--- src/rtl/tt_pkg.sv ---
// Shared types and helpers for the truth-table extractor.
// Also holds the hex-signature parser used when writing benches.
package tt_pkg;

    typedef enum logic [1:0] {IDLE, SETTLE, SAMPLE, DONE} tt_state_e;

    localparam int unsigned N_IN_DEF = 7;
    localparam int unsigned CNT_W    = 4;

    function automatic int unsigned tt_width(input int unsigned n_in);
        return 1 << n_in;
    endfunction

    localparam int unsigned TT_W_DEF = tt_width(N_IN_DEF);

    // The first character of the signature is the most significant hex digit; '_' is skipped.
    function automatic logic [TT_W_DEF-1:0] tt_from_hex(input string sig);
        logic [TT_W_DEF-1:0] v;
        logic [7:0]          c;
        logic [3:0]          d;
        v = '0;
        for (int unsigned i = 0; i < unsigned'(sig.len()); i++) begin
            c = sig[i];
            d = '0;
            if (c >= 8'h30 && c <= 8'h39)      d = 4'(c - 8'h30);
            else if (c >= 8'h61 && c <= 8'h66) d = 4'(c - 8'h57);
            else if (c >= 8'h41 && c <= 8'h46) d = 4'(c - 8'h37);
            else continue;
            v = {v[TT_W_DEF-5:0], d};
        end
        return v;
    endfunction

endpackage

--- src/rtl/tt_settle_timer.sv ---
// Loadable down-counter that times how long a pattern is held before sampling.
module tt_settle_timer
    import tt_pkg::*;
#(
    parameter int unsigned SETTLE_CYCLES = 1
) (
    input  logic i_clk,
    input  logic i_rst,
    input  logic i_load,
    input  logic i_en,
    output logic o_zero
);

    // A load of SETTLE_CYCLES-1 makes the zero flag appear on the last settle cycle.
    localparam logic [CNT_W-1:0] LOAD_VAL =
        (SETTLE_CYCLES == 0) ? '0 : CNT_W'(SETTLE_CYCLES - 1);

    logic [CNT_W-1:0] r_cnt;

    always_ff @(posedge i_clk or posedge i_rst) begin
        if (i_rst) begin
            r_cnt <= '0;
        end else if (i_load) begin
            r_cnt <= LOAD_VAL;
        end else if (i_en && r_cnt != '0) begin
            r_cnt <= r_cnt - 1'b1;
        end
    end

    assign o_zero = (r_cnt == '0);

endmodule

--- src/rtl/tt_extractor.sv ---
// Sweeps every input pattern into an attached network and assembles its truth table,
// optionally comparing it against a reference table.
module tt_extractor
    import tt_pkg::*;
#(
    parameter  int unsigned N_IN          = 7,
    parameter  int unsigned SETTLE_CYCLES = 1,
    localparam int unsigned TT_W          = tt_width(N_IN)
) (
    input  logic            clk,
    input  logic            rst,
    input  logic            start,
    input  logic            abort,
    input  logic            f_out,
    output logic [N_IN-1:0] x,
    output logic            busy,
    output logic [TT_W-1:0] tt,
    output logic            tt_valid,
    input  logic            tt_ready,
    input  logic [TT_W-1:0] expected_tt,
    output logic            match
);

    localparam bit              SKIP_SETTLE = (SETTLE_CYCLES == 0);
    localparam logic [N_IN-1:0] IDX_LAST    = '1;
    localparam logic [N_IN-1:0] IDX_ONE     = N_IN'(1);

    tt_state_e       r_state;
    tt_state_e       w_next;
    logic [N_IN-1:0] r_idx;
    logic [TT_W-1:0] r_tt;
    logic            r_tt_valid;
    logic            r_match;
    logic            w_load;
    logic            w_zero;
    logic            w_last;

    assign w_last = (r_idx == IDX_LAST);

    tt_settle_timer #(
        .SETTLE_CYCLES(SETTLE_CYCLES)
    ) u_timer (
        .i_clk (clk),
        .i_rst (rst),
        .i_load(w_load),
        .i_en  (r_state == SETTLE),
        .o_zero(w_zero)
    );

    always_comb begin
        w_next = r_state;
        w_load = 1'b0;
        case (r_state)
            IDLE: begin
                if (start) begin
                    w_next = SKIP_SETTLE ? SAMPLE : SETTLE;
                    w_load = 1'b1;
                end
            end
            SETTLE: begin
                if (abort)       w_next = IDLE;
                else if (w_zero) w_next = SAMPLE;
            end
            SAMPLE: begin
                if (abort) begin
                    w_next = IDLE;
                end else if (w_last) begin
                    w_next = DONE;
                end else begin
                    w_next = SKIP_SETTLE ? SAMPLE : SETTLE;
                    w_load = 1'b1;
                end
            end
            DONE: begin
                if (r_tt_valid && tt_ready) w_next = IDLE;
            end
            default: w_next = IDLE;
        endcase
    end

    // tt_valid rises one edge after DONE is entered, giving 1 + TT_W*(SETTLE_CYCLES+1) edges.
    always_ff @(posedge clk or posedge rst) begin
        if (rst) begin
            r_state    <= IDLE;
            r_idx      <= '0;
            r_tt       <= '0;
            r_tt_valid <= 1'b0;
            r_match    <= 1'b0;
        end else begin
            r_state <= w_next;
            case (r_state)
                IDLE: begin
                    if (start) begin
                        r_idx <= '0;
                        r_tt  <= '0;
                    end
                end
                SETTLE: begin
                    if (abort) begin
                        r_idx <= '0;
                        r_tt  <= '0;
                    end
                end
                SAMPLE: begin
                    if (abort) begin
                        r_idx <= '0;
                        r_tt  <= '0;
                    end else begin
                        r_tt[r_idx] <= f_out;
                        if (w_last) r_match <= ({f_out, r_tt[TT_W-2:0]} == expected_tt);
                        else        r_idx   <= r_idx + IDX_ONE;
                    end
                end
                DONE: begin
                    if (!r_tt_valid)    r_tt_valid <= 1'b1;
                    else if (tt_ready)  r_tt_valid <= 1'b0;
                end
                default: ;
            endcase
        end
    end

    assign x        = (r_state == IDLE) ? '0 : r_idx;
    assign busy     = (r_state == SETTLE) || (r_state == SAMPLE);
    assign tt       = r_tt;
    assign tt_valid = r_tt_valid;
    assign match    = r_match;

endmodule

--- config.mk ---
export PLATFORM = sky130hd
export DESIGN_NAME = tt_extractor
export DESIGN_NICKNAME = d
export VERILOG_FILES = /design/src/rtl/tt_pkg.sv /design/src/rtl/tt_settle_timer.sv /design/src/rtl/tt_extractor.sv
export SDC_FILE = /design/constraint.sdc
export NUM_CORES = 1
export LEC_CHECK = 0
export ABC_AREA = 1
export CORE_MARGIN = 2
export CORE_UTILIZATION = 30
export DETAILED_ROUTE_END_ITERATION = 8
export GPL_TIMING_DRIVEN = 1
export SLEW_MARGIN = 20
export SYNTH_ARGS = -nofsm -noshare
export SYNTH_HDL_FRONTEND = slang
export SYNTH_HIERARCHICAL = 1
export SYNTH_SLANG_ARGS = --single-unit
--- constraint.sdc ---
create_clock -name clk -period 6.6 [get_ports clk]
set_input_delay 1.32 -clock clk [delete_from_list [all_inputs] [get_ports clk]]
set_output_delay 1.32 -clock clk [all_outputs]
set_load 0.05 [all_outputs]
==> impl_results.md <==
- Status: completed
- Switching share of power: 0.349
- CTS clk-pin slew, worst paths: 0.06 ns
- #FFs+latches synth: roughly 140
- Primary FF master, synth: dfrtp_1
- Crit path time final: ~3.8 ns
- DR WL/cell: 16.9 um
- Setup TNS: 0 ns
- Combinational power share: 0.272
- Max cap viols: 0
- CP startpoint: r_state[0]
- Hold WC Path Type: reg2reg
- Met3 WL: 1.54 mm
- Hold_buf cts: 0
- PortBufs: 271
- # setup viols final: 0
- Multi-input gate area: 4630 um2
- CP required: 5.28 ns
- Mapped Nets: ~1.5k
- Met2 wire len: 15.6 mm
- Final Hold Violating Endpoints: 0
- Max Freq: 264 MHz
- Post-synth EDFFs: 0
- Total CTS buffers: 17
- Post-Synth XOR/XNOR Area: 0.0873
- CP max stage cell: clkdlybuf4s50_1
- Final GP Congestion: about 0.76
- Die W: 180 um
- WL met1: 15.5 mm
- RSZ-0062 raised after global routing: no
- Total power: 0.00283 W
- RR Endpoint: tt[10]
- DRT antenna net count: 0
- Grt total ovfl: 0
- Post-CTS sizing: 0
- Mux cell area share after synthesis: 0
- Most common cell in the netlist: nand2_1
- Peak VDD IR: 164 uV
- Layout cells sized above 1: 0.0694
- Final worst slack: 2.81 ns
- Clock network fraction of total power: 0.402
- Synthesized area: between 9000 and 10000 um2
- TritonRoute pass-1 iters: 5
- Skew-Pair Late Insertion Delay: 0.42 ns
- Vias per cell: 4.81
- Largest family of logic cells by synthesized area: simple AND/OR/NAND/NOR gates
- R2R cell count: 9
- CP Class: reg2out
- Crit path DAT: 2.47 ns
- Rel. slew slack: 0.238
- Highest metal used: met4
- Placed cell area: 12300 um2
- YS warnings: 6
- Core area: 30600 um2
- Area Overhead vs Synth: 39.9%
- Clk root buf: clkbuf_16
- Drt drc: 0
- Post-synthesis async set-or-reset flop share: 1.00
- Post-Synth Adder-Cell Area: 0.0121
- Post-DP HPWL: approximately 23 mm
- Dominant cell type by area after synthesis: dfrtp_1
- Worst clock skew: 0.0122 ns
- Top cells by area, synth: dfrtp_1, nand2_1, o21ai_0, xnor2_1, inv_1
- Reg2reg start: r_state[0]
- Max incr delay on CP: 0.86 ns
- H-tree lvl count: 4
- Sequential Area: 3580 um2
- Startpoint Class: register
- Largest net degree at the start of global routing: 98
- CP top delay family: buffers and inverters
- Critical Path Fanout Max: 9
- Least-Margin Pin Slew: approximately 1.1 ns
- Die Y: between 150 and 200 um
- Post-Synthesis Cells: 1319
- Cell area after layout: 13100 um2
- Rows: 64
- Layout filler cell count: slightly above 3k
- Post-CTS Setup Bufs: 0
- DR iter-0 viols: ~550
- Clock sink total: roughly 140
- Final wirelength: between 30 and 40 mm
- Post-synthesis simple-gate area fraction: 0.246
- Final cycle utilization of the critical path: 0.574
- Seq/Total Area, Yosys: 0.384
- Commonest cells in the synthesized netlist: nand2_1, inv_1, o21ai_0, dfrtp_1, o21ai_1
- Yosys cell types: 33
- Avg Cell Area, Syn: 7.07 um2
- Antenna violations before repair: 0
- Compound-Gate Fraction of Synth Area: 0.149
- Area share of the largest cell type after synthesis: 0.384
- First-pass GRT wire length: 51.9 mm
- Reg power frac: 0.325
- Critical path destination: x[4]
- CTS max path bufs: 2
- CP bufs+invs: 2
- Pleak: just under 7 nW
- Final Max Tran Viols: 0
- Initial core utilization: 0.305
- CP endpoint kind: output pin
- Pre-CTS WS: 2.41 ns
- Via count: 9452
- Vias in the first global route: 9025
- CTS tree: built
- Antenna cells: 0
- Pwr dens: 217 nW/um2
- Die area: around 33000 um2
- Ordered list of cells on the worst path: inv_1, ha_1, nor2_1, clkdlybuf4s50_1
- Fin nets: 1701
- I/O Pins: 272
- Gr usage total: 0.202
- Sw Pwr: 0.000989 W
- Levels on crit path: 4
- R2R setup slack: 3.32 ns
- Internal power: 0.00185 W
[layout make-up]
type                    instances  area share
clock buffers                  20      0.0350
clock inverters                12      0.0175
inverters                     226      0.0655
multi-input cells             890       0.355
flip-flops and latches        143       0.274
well taps                     396      0.0380
repair buffers                280       0.215
[flip-flops by register name, indices dropped and copies added (netlist names)]
| register | cells |
|---|---|
| u_timer/r_cnt | 4 |
| tt | 128 |
| r_state | 2 |
| tt_valid | 1 |
| match | 1 |
| r_idx | 7 |
[per-stage QoR]
stage,hold slack (ns),util,cells
2_1_floorplan,0.491,-,1319
3_3_place_gp,0.473,0.404,1934
3_5_place_dp,0.475,0.404,1934
4_1_cts,0.490,0.426,1966
5_1_grt,0.503,0.427,1967
6_report,0.496,0.427,1967
[cells in the final DEF (no fill, tap or decap), types with 2 or more instances in the layout]
cell,instances
clkbuf_16,17
bufinv_16,6
dfrtp_1,143
o21ai_1,98
nand4_1,73
a21oi_1,5
xor2_1,3
inv_1,203
clkbuf_8,2
nor2_2,16
ha_1,9
buf_4,7
clkinv_4,2
buf_12,2
inv_6,4
clkinv_2,2
clkdlybuf4s50_1,271
nand3_1,32
o21ai_0,167
nand2_1,294
nor2_1,64
xnor2_1,90
nor3_1,3
nor2_4,4
or2_2,19
inv_2,21
nand2_2,4
[power by group through the flow]
| stage | Clock (W) | Sequential, W | Combinational [W] |
|---|---|---|---|
| after floorplan | 0 | 0.000959 | 0.000495 |
| after global placement | 0 | 0.000937 | 0.000759 |
| after detailed placement | 0 | 0.000938 | 0.000772 |
| after CTS | 0.00116 | 0.000921 | 0.000772 |
| after global routing | 0.00120 | 0.000924 | 0.000837 |
| final | 0.00114 | 0.000921 | 0.000772 |
[routing by layer]
metal  global-route usage  vias to the layer above
met5                    0                        -
li1                     -                     4675
met4               0.0503                        0
met1                0.276                     4454
met2                0.334                      295
met3               0.0329                       28
[worst min-delay path by stage]
stage,startpoint,endpoint,depth (start not counted)
2_1_floorplan,u_timer/r_cnt[3],u_timer/r_cnt[3],2
3_3_place_gp,match,match,2
3_5_place_dp,match,match,2
4_1_cts,match,match,2
5_1_grt,match,match,2
6_report,match,match,2
[cell families after synthesis]
logic type | Yosys count
AND/OR/NAND/NOR | 513
buffers and inverters | 286
AO/OA/AOI/OAI | 275
flip-flops | 143
XOR/XNOR | 93
adder cells (fa/ha/maj) | 9
[worst register-to-register path: cells and delay by family (launching register included)]
| kind | cells | cell delay (ns) |
|---|---|---|
| simple gates | 3 | 0.69 |
| fa+ha+maj | 1 | 0.39 |
| flops | 1 | 0.42 |
| compound gates | 1 | 0.21 |
| buf+inv | 4 | 1.45 |
Power figures use the tool's default switching activity.
==> patch (same flow settings) <==
Re-encode `tt_state_e` (4 states) as one-hot, 4 bits wide.
--- a/src/rtl/tt_pkg.sv
+++ b/src/rtl/tt_pkg.sv
@@ -3,5 +3,5 @@
 package tt_pkg;
 
-    typedef enum logic [1:0] {IDLE, SETTLE, SAMPLE, DONE} tt_state_e;
+    typedef enum logic [3:0] {IDLE = 4'b0001, SETTLE = 4'b0010, SAMPLE = 4'b0100, DONE = 4'b1000} tt_state_e;
 
     localparam int unsigned N_IN_DEF = 7;
Function: no difference found for any inputs over 10 cycles, from zero or initial values and one cycle with rst high; not proved beyond that.
==> patch against the unedited design <==
  * Clock skew down 0.0033 ns
  * Wire length is 5.4% lower
  * Combinational power increased by 14%
  * Design area down 3.2%
  * Sequential cell count increased by 2
  * Synthesized area fell by 4.5%
  * Critical path depth grew 5
  * Power increased by 5.8%
  * Worst setup slack improved by 0.079 ns
  * Critical path type is now input pin to flip-flop
  * Largest cell class unchanged
  * Highest routed layer unchanged
==> patch: results (changes against the unedited design) <==
Status
  • Status: completed

Pwr
  • Maximum VDD drop: 0.174 mV (+5.8%)
  • Seq power: 936 µW (+2%)
  • Net Sw Frac: 34.8% (-0.097 points)
  • Pleak: 0.00539 µW (-20%)
  • Sequential share of power: 31.2% (-1.3 points)
  • Combinational power: 877 µW (+14%)

Global routing
  • Met2 Resource Use GR: 32.0% (-1.4 points)
  • First-pass GRT wire length: 48.0 mm (-7.4%)
  • Vias in the first global route: 8380 (-7.1%)
  • Total track usage: 20.1% (-0.15 points)
  • GRT met1 Usage: 27.5% (-0.095 points)
  • Largest net degree at the start of global routing: 95 (-3.1%)
  • GR Layer Usage met3: 3.98% (+0.69 points)

Logic synthesis
  • Ranking of synthesized cells by area: dfrtp_1 40%, nand2_1 13%, xnor2_1 8.0%
  • Post-Synthesis Cells: 1227 (-7.0%)
  • Part of the Yosys area used for sequential elements: 40.7% (+2.4 points)
  • Leading cell types by count after synthesis: 308 x nand2_1, 179 x nor2_1, 144 x dfrtp_1
  • Syn_nets: 1364 (-6.7%)
  • Netlist cell types: 34 (+3.0%)

Layout
  • N_diodes: 0 (unchanged)
  • Fraction of layout cells with a size suffix above 1: 5.14% (-1.8 points)
  • Nets: 1605 (-5.6%)

Routing
  • DR pass1 iterations: 8 (+3)
  • Met3 wire len: 2.14 mm (+39%)
  • Met2 WL: 14.6 mm (-6.4%)
  • Initial drt markers: 721 (+30%)
  • Detailed-route via count: 8917 (-5.7%)
  • Met1 WL: 14.0 mm (-9.7%)
  • WL final: 31.4 mm (-5.4%)
  • DR top layer: met4
  • DR vias/cell: 4.77 (-0.71%)

Place
  • Post-Place Setup Slack: 2.53 ns (+0.113 ns)
  • DP Cell Count: 1839 (-4.9%)
  • Area after DPL: 11900 µm² (-3.7%)
  • HPWL after DPL: 22.4 mm (-0.49%)
  • GPL Wtd Cong: 0.894 (+17%)

Worst setup path
  • CP max-delay cell: buf_4
  • FF-to-FF setup slack: 3.51 ns (+0.19 ns)
  • Slowest stage delay, CP: 0.70 ns (-0.16 ns)
  • CP delay by family, top: buffers and inverters
  • Crit-path max FO: 71 (+62)
  • CP arrival: 4.06 ns (+1.59 ns)

Timing
  • Hold Slack: 0.503 ns (+0.00724 ns)
  • Crit path time final: 3.71 ns (-0.0789 ns)
  • Worst slew pin tran: 1.09 ns (-0.0505 ns)
## patch: final timing paths
kind                                    end       start  cells after the start
max                                  tt[18]       abort                      9
min in group asynchronous  u_timer/r_cnt[0]         rst                      2
min                                   match       match                      2
max reg2reg                          tt[18]  r_state[2]                     10
max in group asynchronous          r_idx[0]         rst                      3
min reg2reg                           match       match                      2
## patch: cells by family (layout without fill, tap and decap cells)
logic type	count (synthesis)	after routing	synth area share, %
AOI/OAI and AO/OA	150	150	8.47
buffers and inverters	151	403	7.38
xor gates and xnor gates	104	104	10.2
DFF	145	145	40.7
adders and majority gates	3	3	0.421
and+or+nand+nor	672	672	32.6
muxes	2	2	0.225
## patch: cell type report
type | count | area, µm²
Timing Repair Buffer | 277 | 2760
Inverter | 96 | 368
Sequential cell | 145 | 3630
Fill cell | 2967 | 16900
Clock buffer | 20 | 467
Multi-Input combinational cell | 931 | 4660
Tap cell | 390 | 488
Clock inverter | 10 | 254
